===== config.mk =====
export PLATFORM = sky130hd
export DESIGN_NAME = hazard_ctrl
export DESIGN_NICKNAME = d
export VERILOG_FILES = /design/src/rtl/hazard_ctrl.sv
export SDC_FILE = /design/constraint.sdc
export NUM_CORES = 1
export LEC_CHECK = 0
export CAP_MARGIN = 20
export CORE_AREA = 10 10 101 103
export DETAILED_ROUTE_END_ITERATION = 10
export DIE_AREA = 0 0 111 113
export GPL_TIMING_DRIVEN = 1
export SYNTH_ARGS = -nofsm -noshare
export SYNTH_HDL_FRONTEND = slang
export SYNTH_SLANG_ARGS = --single-unit
export TNS_END_PERCENT = 30

===== constraint.sdc =====
create_clock -name clk -period 4.5 [get_ports clk]
set_input_delay 0.45 -clock clk [delete_from_list [all_inputs] [get_ports clk]]
set_output_delay 0.45 -clock clk [all_outputs]
set_load 0.01 [all_outputs]

===== src/rtl/hazard_ctrl.sv =====
// hazard_ctrl: pipeline stall/flush sequencing with heap coprocessor handshake
module hazard_ctrl #(
  parameter int HEAP_TIMEOUT = 1024,
  parameter int CNT_W = 32
) (
  input  logic             clk,
  input  logic             rst,
  input  logic [4:0]       id_rs1_addr_i,
  input  logic [4:0]       id_rs2_addr_i,
  input  logic             id_rs1_re_i,
  input  logic             id_rs2_re_i,
  input  logic [4:0]       exe_rdaddr_i,
  input  logic             exe_rdwe_i,
  input  logic             exe_is_load_i,
  input  logic             exe_redirect_i,
  input  logic             exe_heap_req_i,
  input  logic             heap_done_i,
  input  logic             mem_busy_i,
  input  logic             wb_trap_i,
  output logic [4:0]       stall_o,
  output logic [4:0]       flush_o,
  output logic             heap_start_o,
  output logic             heap_abort_o,
  output logic             heap_err_o,
  output logic [CNT_W-1:0] stall_cycles_o
);
  localparam int TW = $clog2(HEAP_TIMEOUT + 1);
  localparam logic [TW-1:0] TMAX = TW'(HEAP_TIMEOUT - 1);
  typedef enum logic {IDLE, HEAP_WAIT} state_t;
  state_t r_state, w_st, w_next;
  logic [TW-1:0] r_tcnt;
  logic r_pend, r_err;
  logic [CNT_W-1:0] r_cnt;
  logic w_wait, w_done, w_rel, w_tout, w_entry, w_lu;
  // state, timeout counter, pending done, sticky error and stall counter
  always_ff @(posedge clk) begin
    if (rst) begin
      r_state <= IDLE;
      r_tcnt <= '0;
      r_pend <= 1'b0;
      r_err <= 1'b0;
      r_cnt <= '0;
    end else begin
      r_state <= w_next;
      r_tcnt <= (!w_wait || w_next == IDLE) ? '0 : (r_tcnt == TMAX) ? r_tcnt : r_tcnt + 1'b1;
      r_pend <= w_wait && w_next == HEAP_WAIT && (r_pend || heap_done_i);
      r_err <= r_err | w_tout;
      r_cnt <= r_cnt + CNT_W'(stall_o[0]);
    end
  end
  // next-state: reset forces the comb view to IDLE; done beats timeout, trap beats done
  always_comb begin
    w_st = rst ? IDLE : r_state;
    w_wait = w_st == HEAP_WAIT;
    w_done = heap_done_i | r_pend;
    w_rel = w_wait & w_done & !mem_busy_i & !wb_trap_i;
    w_tout = w_wait & !w_done & !wb_trap_i & (r_tcnt == TMAX);
    w_entry = !w_wait & !rst & exe_heap_req_i & !wb_trap_i & !mem_busy_i;
    w_next = w_entry ? HEAP_WAIT : (w_rel | w_tout | (w_wait & wb_trap_i)) ? IDLE : w_st;
  end
  // outputs: priority decode of hold/bubble enables plus coprocessor pulses
  always_comb begin
    w_lu = exe_is_load_i & exe_rdwe_i & (exe_rdaddr_i != 5'd0) &
           ((id_rs1_re_i & (id_rs1_addr_i == exe_rdaddr_i)) | (id_rs2_re_i & (id_rs2_addr_i == exe_rdaddr_i)));
    heap_start_o = w_entry;
    heap_abort_o = w_wait & (wb_trap_i | w_tout);
    {stall_o, flush_o} = wb_trap_i ? {5'b00000, 5'b01111} :
                         mem_busy_i ? {5'b01111, 5'b10000} :
                         ((w_wait & !w_rel & !w_tout) | w_entry) ? {5'b00111, 5'b01000} :
                         exe_redirect_i ? {5'b00000, 5'b00110} :
                         w_lu ? {5'b00011, 5'b00100} : 10'd0;
  end
  assign heap_err_o = r_err;
  assign stall_cycles_o = r_cnt;
endmodule


Word-level counts from Yosys, hierarchy flattened
Cells that the tools add are included.
- $add $sub $neg: 2
- eq/ne operators: 3
- muxes and demuxes: 8
- bitwise gates (word level): 27
- reductions and logical operators: 13
- operators by type and width (operator ; number):
    adder 32 x 1 -> 32 bit ; 1
    bitwise AND 1 bit ; 19
    2-to-1 mux 9 bit ; 2
    2-to-1 mux 7 bit ; 2
    adder 11 x 1 -> 11 bit (second input constant) ; 1
    equality test 11 x 10 -> 1 bit (second input constant) ; 1
    equality test 5 bit ; 2
    2-to-1 mux 8 bit ; 1
    zero test 1 bit ; 7
    OR 1 bit ; 7
    nonzero test 5 bit ; 1
    2-to-1 mux 1 bit ; 3
    logical AND 1 bit ; 2
    logical OR 1 bit ; 2
    OR reduction 2 bit ; 1
    NOT 1 bit ; 1
- bits in registers: 46
- logic and storage cells: 58

Logic depth before layout (Yosys ltp)
- depth in word-level cells: 12
- gate-level depth with buffers: 13
- mapped depth without buffers: 11

Worst setup path before layout
No wires, ideal clock.
- path kind: input -> register
- start: in wb_trap_i
- end: reg r_cnt[28], in the netlist stall_cycles_o[28]
- arrival: 3.281 ns
- data required time: 4.430 ns
- path slack: 1.148 ns
- stages: 12
- path buffers: 2
- cell sequence: clkbuf_1 -> nor3b_1 -> o21ai_0 -> o221ai_1 -> a31o_2 -> ha_1 -> ha_1 -> nand3_1 -> or4_1 -> buf_2 -> or4_1 -> a21oi_1
- word-level cells in the longest chain between the ends: 10
- elaborated cells on any way between the ends: 15
- those cells by class: add/sub: 1; mux: 3; bitwise: 8; reduce/logical: 3
- RTL lines (element ; line ; source):
    start: declaration ; 19 ; input logic wb_trap_i,
    zero test 1 bit ; 56, 57, 58 ;
    bitwise AND 1 bit (on tied branches) ; 56, 57 ;
    zero test 1 bit / bitwise AND 1 bit (equally long branches) ; 69, 57 ;
    bitwise AND 1 bit / zero test 1 bit (equally long branches) ; 69 ; ((w_wait & !w_rel & !w_tout) | w_entry) ? {5'b00111, 5'b01000} :
    bitwise AND 1 bit ; 69 ;
    OR 1 bit ; 69 ;
    2-to-1 mux 8 bit ; 69 ;
    2-to-1 mux 9 bit ; 68 ; mem_busy_i ? {5'b01111, 5'b10000} :
    2-to-1 mux 9 bit * ; 67 ; {stall_o, flush_o} = wb_trap_i ? {5'b00000, 5'b01111} :
    net stall_o[0] ; 20 ; output logic [4:0] stall_o,
    adder 32 x 1 -> 32 bit * ; 48 ; r_cnt <= r_cnt + CNT_W'(stall_o[0]);
    end signal: assignment ; 48 ;
    end: declaration ; 33 ; logic [CNT_W-1:0] r_cnt;
The timed path passes the listed nets; every way through them passes the cells marked *.
A chain may end at the register's enable or synchronous reset.

Worst setup path after layout
- start: in rst
- end: reg r_cnt[28], in the netlist stall_cycles_o[28]
- word-level cells in the longest chain between the ends: 12
- elaborated cells on any way between the ends: 22
- those cells by class: add/sub: 1; mux: 4; bitwise: 13; reduce/logical: 4
- RTL lines (element ; line ; source):
    start: declaration ; 7 ; input logic rst,
    2-to-1 mux 1 bit ; 53 ; w_st = rst ? IDLE : r_state;
    bitwise AND 1 bit (3 in a row) ; 56 ; w_rel = w_wait & w_done & !mem_busy_i & !wb_trap_i;
    zero test 1 bit ; 69 ;
    bitwise AND 1 bit (2 in a row) ; 69 ;
    OR 1 bit ; 69 ;
    2-to-1 mux 8 bit ; 69 ;
    2-to-1 mux 9 bit ; 68 ;
    2-to-1 mux 9 bit ; 67 ;
    adder 32 x 1 -> 32 bit ; 48 ;
Parallel ways exist; a longest one is shown, timed or not.

==> flow_summary.json <==
{
  "first_global_vias": 2204,
  "finalHoldViolCount": 0,
  "r2r_cells": 10,
  "worst_slack_ns": 0.806,
  "syn_nets": 311,
  "grt_max_degree": 38,
  "critPathKind": "input port to flop",
  "vias": 2249,
  "place_ws_ns": 0.507,
  "cpPeakStageDelay_ns": 0.70,
  "ys_ff_latch": 46,
  "ys_warn_count": 0,
  "synth_area_per_cell_um2": 8.47,
  "power.total_uw": 803,
  "final.min_clock_period_ns": 3.69,
  "h-tree-depth": 2,
  "instances_no_fill": 449,
  "layout-drive-gt1-share": 0.0552,
  "p_per_area_mw_per_mm2": 247,
  "core_area_mm2": 0.00813,
  "clk_pin_slew_ns": 0.08,
  "postLayoutCellArea_mm2": 0.00325,
  "mappedNetlistArea_mm2": 0.00239,
  "post-route-drc-count": 0,
  "synthCells": 282,
  "grt_overflow": 0,
  "area_growth_pct": 36.3,
  "port-buffer-count": 69,
  "status": "finished, final reports clean",
  "relSlewSlack": 0.579,
  "holdPathEnd": "r_tcnt[10]",
  "cp-start-kind": "input port",
  "hold_start": "r_tcnt[10]",
  "timing.rr.end": "stall_cycles_o[28]",
  "setup_tns_ns": 0,
  "critPathRequiredTime_ns": 4.73,
  "critical_path_peak_fanout": 18,
  "initial_core_util": 0.293,
  "fin_nets": 373,
  "post-route-util": 0.400,
  "crit_chain": "clkdlybuf4s50_1 -> nor3b_1 -> o21ai_0 -> o221ai_1 -> a31o_2 -> ha_1 -> ha_1 -> nand3_1 -> or4_1 -> or4_1 -> a21oi_1",
  "worstHoldPathCells": 2,
  "insertion_delay_ns": 0.30,
  "cts_tree": "built",
  "root_buffer": "clkbuf_8",
  "ctsHoldBuffers": 0,
  "cts.sinks": 46,
  "ios": 71,
  "cts_max_path_buffers": 2,
  "postCtsSetupBuffers": 0,
  "hpwl_mm": 4.81,
  "hp-class": "flop to flop",
  "die_w_um": 111,
  "tightest_slew_ns": 0.625,
  "drt_pass1_iterations": 4,
  "p_leak_nw": 1.06,
  "slew_viol_final": 0,
  "peakVddDrop_uv": 138,
  "setup_viol": 0,
  "ys_seq_area_frac": 0.386,
  "dieArea_mm2": 0.0125,
  "grt_setup_unrepaired": "false",
  "first_iter_violations": 62,
  "avgRoutedWirePerCell_um": 14.0,
  "num_antenna_cells": 0,
  "placed_area_mm2": 0.00314,
  "cts.repair.resized": 0,
  "gp_congestion": 0.727,
  "cts_buffers": 5,
  "wl_mm": 6.30,
  "cpMaxStageDelayCell": "or4_1",
  "die_h_um": 113,
  "ant_nets": 0,
  "grt_usage": 0.0977,
  "critPathArrivalTime_ns": 3.92,
  "fin_hold_ws_ns": 0.428,
  "antenna_found_initial": 0,
  "rr_startpoint": "r_state",
  "netlist-cell-type-count": 47,
  "ff2ff_setup_slack_ns": 1.02,
  "grt_pass1_wl_mm": 10.5,
  "fin_crit_sh": 0.821,
  "end_kind": "flop",
  "cap_violations": 0,
  "row_count": 33,
  "place_inst": 442,
  "critPathLaunch": "rst",
  "skew_ns": 0.00961,
  "clock.fmax_mhz": 271,
  "via_per_inst": 5.01
}
[synth_stat cells, drive strengths merged]
cell type / count / area, um2
a221oi: 1 / 8.76
nor2: 28 / 105
o221ai: 1 / 8.76
nor2b: 5 / 31.3
nor3b: 2 / 15.0
nand4: 8 / 62.6
or2: 3 / 18.8
conb: 1 / 3.75
a21oi: 22 / 110
nor4b: 1 / 8.76
and3: 7 / 43.8
or4: 17 / 128
o31ai: 16 / 120
a311oi: 1 / 8.76
and4: 2 / 17.5
mux2i: 1 / 10.0
buf: 9 / 60.1
a22o: 1 / 8.76
mux2: 2 / 22.5
nand3: 12 / 65.1
inv: 11 / 41.3
dfxtp: 46 / 921
and2: 3 / 18.8
nor4: 5 / 31.3
o2111ai: 1 / 8.76
nand2: 10 / 37.5
o311a: 1 / 10.0
xnor2: 14 / 123
o21a: 1 / 7.51
xor2: 13 / 114
nor3: 9 / 45.0
a31oi: 2 / 12.5
o21bai: 1 / 7.51
clkbuf: 8 / 30.0
or3: 6 / 38.8
nand3b: 1 / 7.51
ha: 3 / 37.5
o21ai: 6 / 30.0
a31o: 1 / 8.76
[report_power, final]
| part | internal, mW | switching [mW] |
|---|---|---|
| clock | 0.178 | 0.138 |
| combinational | 0.0446 | 0.0320 |
| sequential | 0.409 | 0.00176 |
[area by class of cell]
class | instances | area [um2]
Clock buffer | 6 | 82.6
Sequential cell | 46 | 921
Clock inverter | 1 | 30.0
Inverter | 11 | 41.3
Multi-Input combinational cell | 208 | 1340
Fill cell | 799 | 4880
Timing Repair Buffer | 72 | 713
Tap cell | 105 | 131
[cells in the final DEF (no fill, tap or decap), types with 3 or more instances in the layout]
cell type        count
clkbuf_8             6
nand2_1             10
dfxtp_1             46
o21ai_0              6
nand4_1              6
nor2_1              28
o31ai_1             16
nor2b_1              5
or4_1               17
buf_4                3
nand3_1             11
nor4_1               5
xnor2_1             14
and3_1               7
or2_2                3
nor3_1               9
clkdlybuf4s50_1     69
or3_1                5
xor2_1              13
ha_1                 3
inv_1               11
a21oi_1             22
[per-layer routing]
metal  GRT usage  wire, um  vias up
li1            -         -     1146
met4      0.0208        30        0
met2       0.169      2960       54
met5           0         0        -
met3      0.0465       529        4
met1       0.107      2780     1045
[worst max-delay path, delay by kind of cell]
| kind | cells | cell delay (ns) |
|---|---|---|
| buffers and inverters | 1 | 0.42 |
| and+or+nand+nor | 4 | 1.76 |
| AOI/OAI and AO/OA | 4 | 0.85 |
| adders and majority gates | 2 | 0.43 |
[registers in the layout, indices dropped and copies added, names as in the netlist]
name	flops
r_pend	1
r_state	1
r_tcnt	11
stall_cycles_o	32
heap_err_o	1
[how the worst max path moves through the flow]
stage,end,slack (ns),depth (start not counted)
final,stall_cycles_o[28],0.81,11
after global routing,stall_cycles_o[20],0.47,12
after CTS,stall_cycles_o[28],0.80,12
after detailed placement,stall_cycles_o[28],0.51,11
after global placement,stall_cycles_o[28],0.58,12
after floorplan,stall_cycles_o[28],1.15,12
[cell families (layout without fill, tap and decap cells)]
family | after synthesis | in the layout | synth area share
AOI/OAI and AO/OA | 55 | 55 | 0.147
muxes | 3 | 3 | 0.0136
xor gates and xnor gates | 27 | 27 | 0.0991
and+or+nand+nor | 119 | 119 | 0.282
other | 1 | 1 | 0.00157
adders and majority gates | 3 | 3 | 0.0157
buffers and inverters | 28 | 90 | 0.0550
DFF | 46 | 46 | 0.386
No activity file was read; power rests on OpenSTA's default activity.
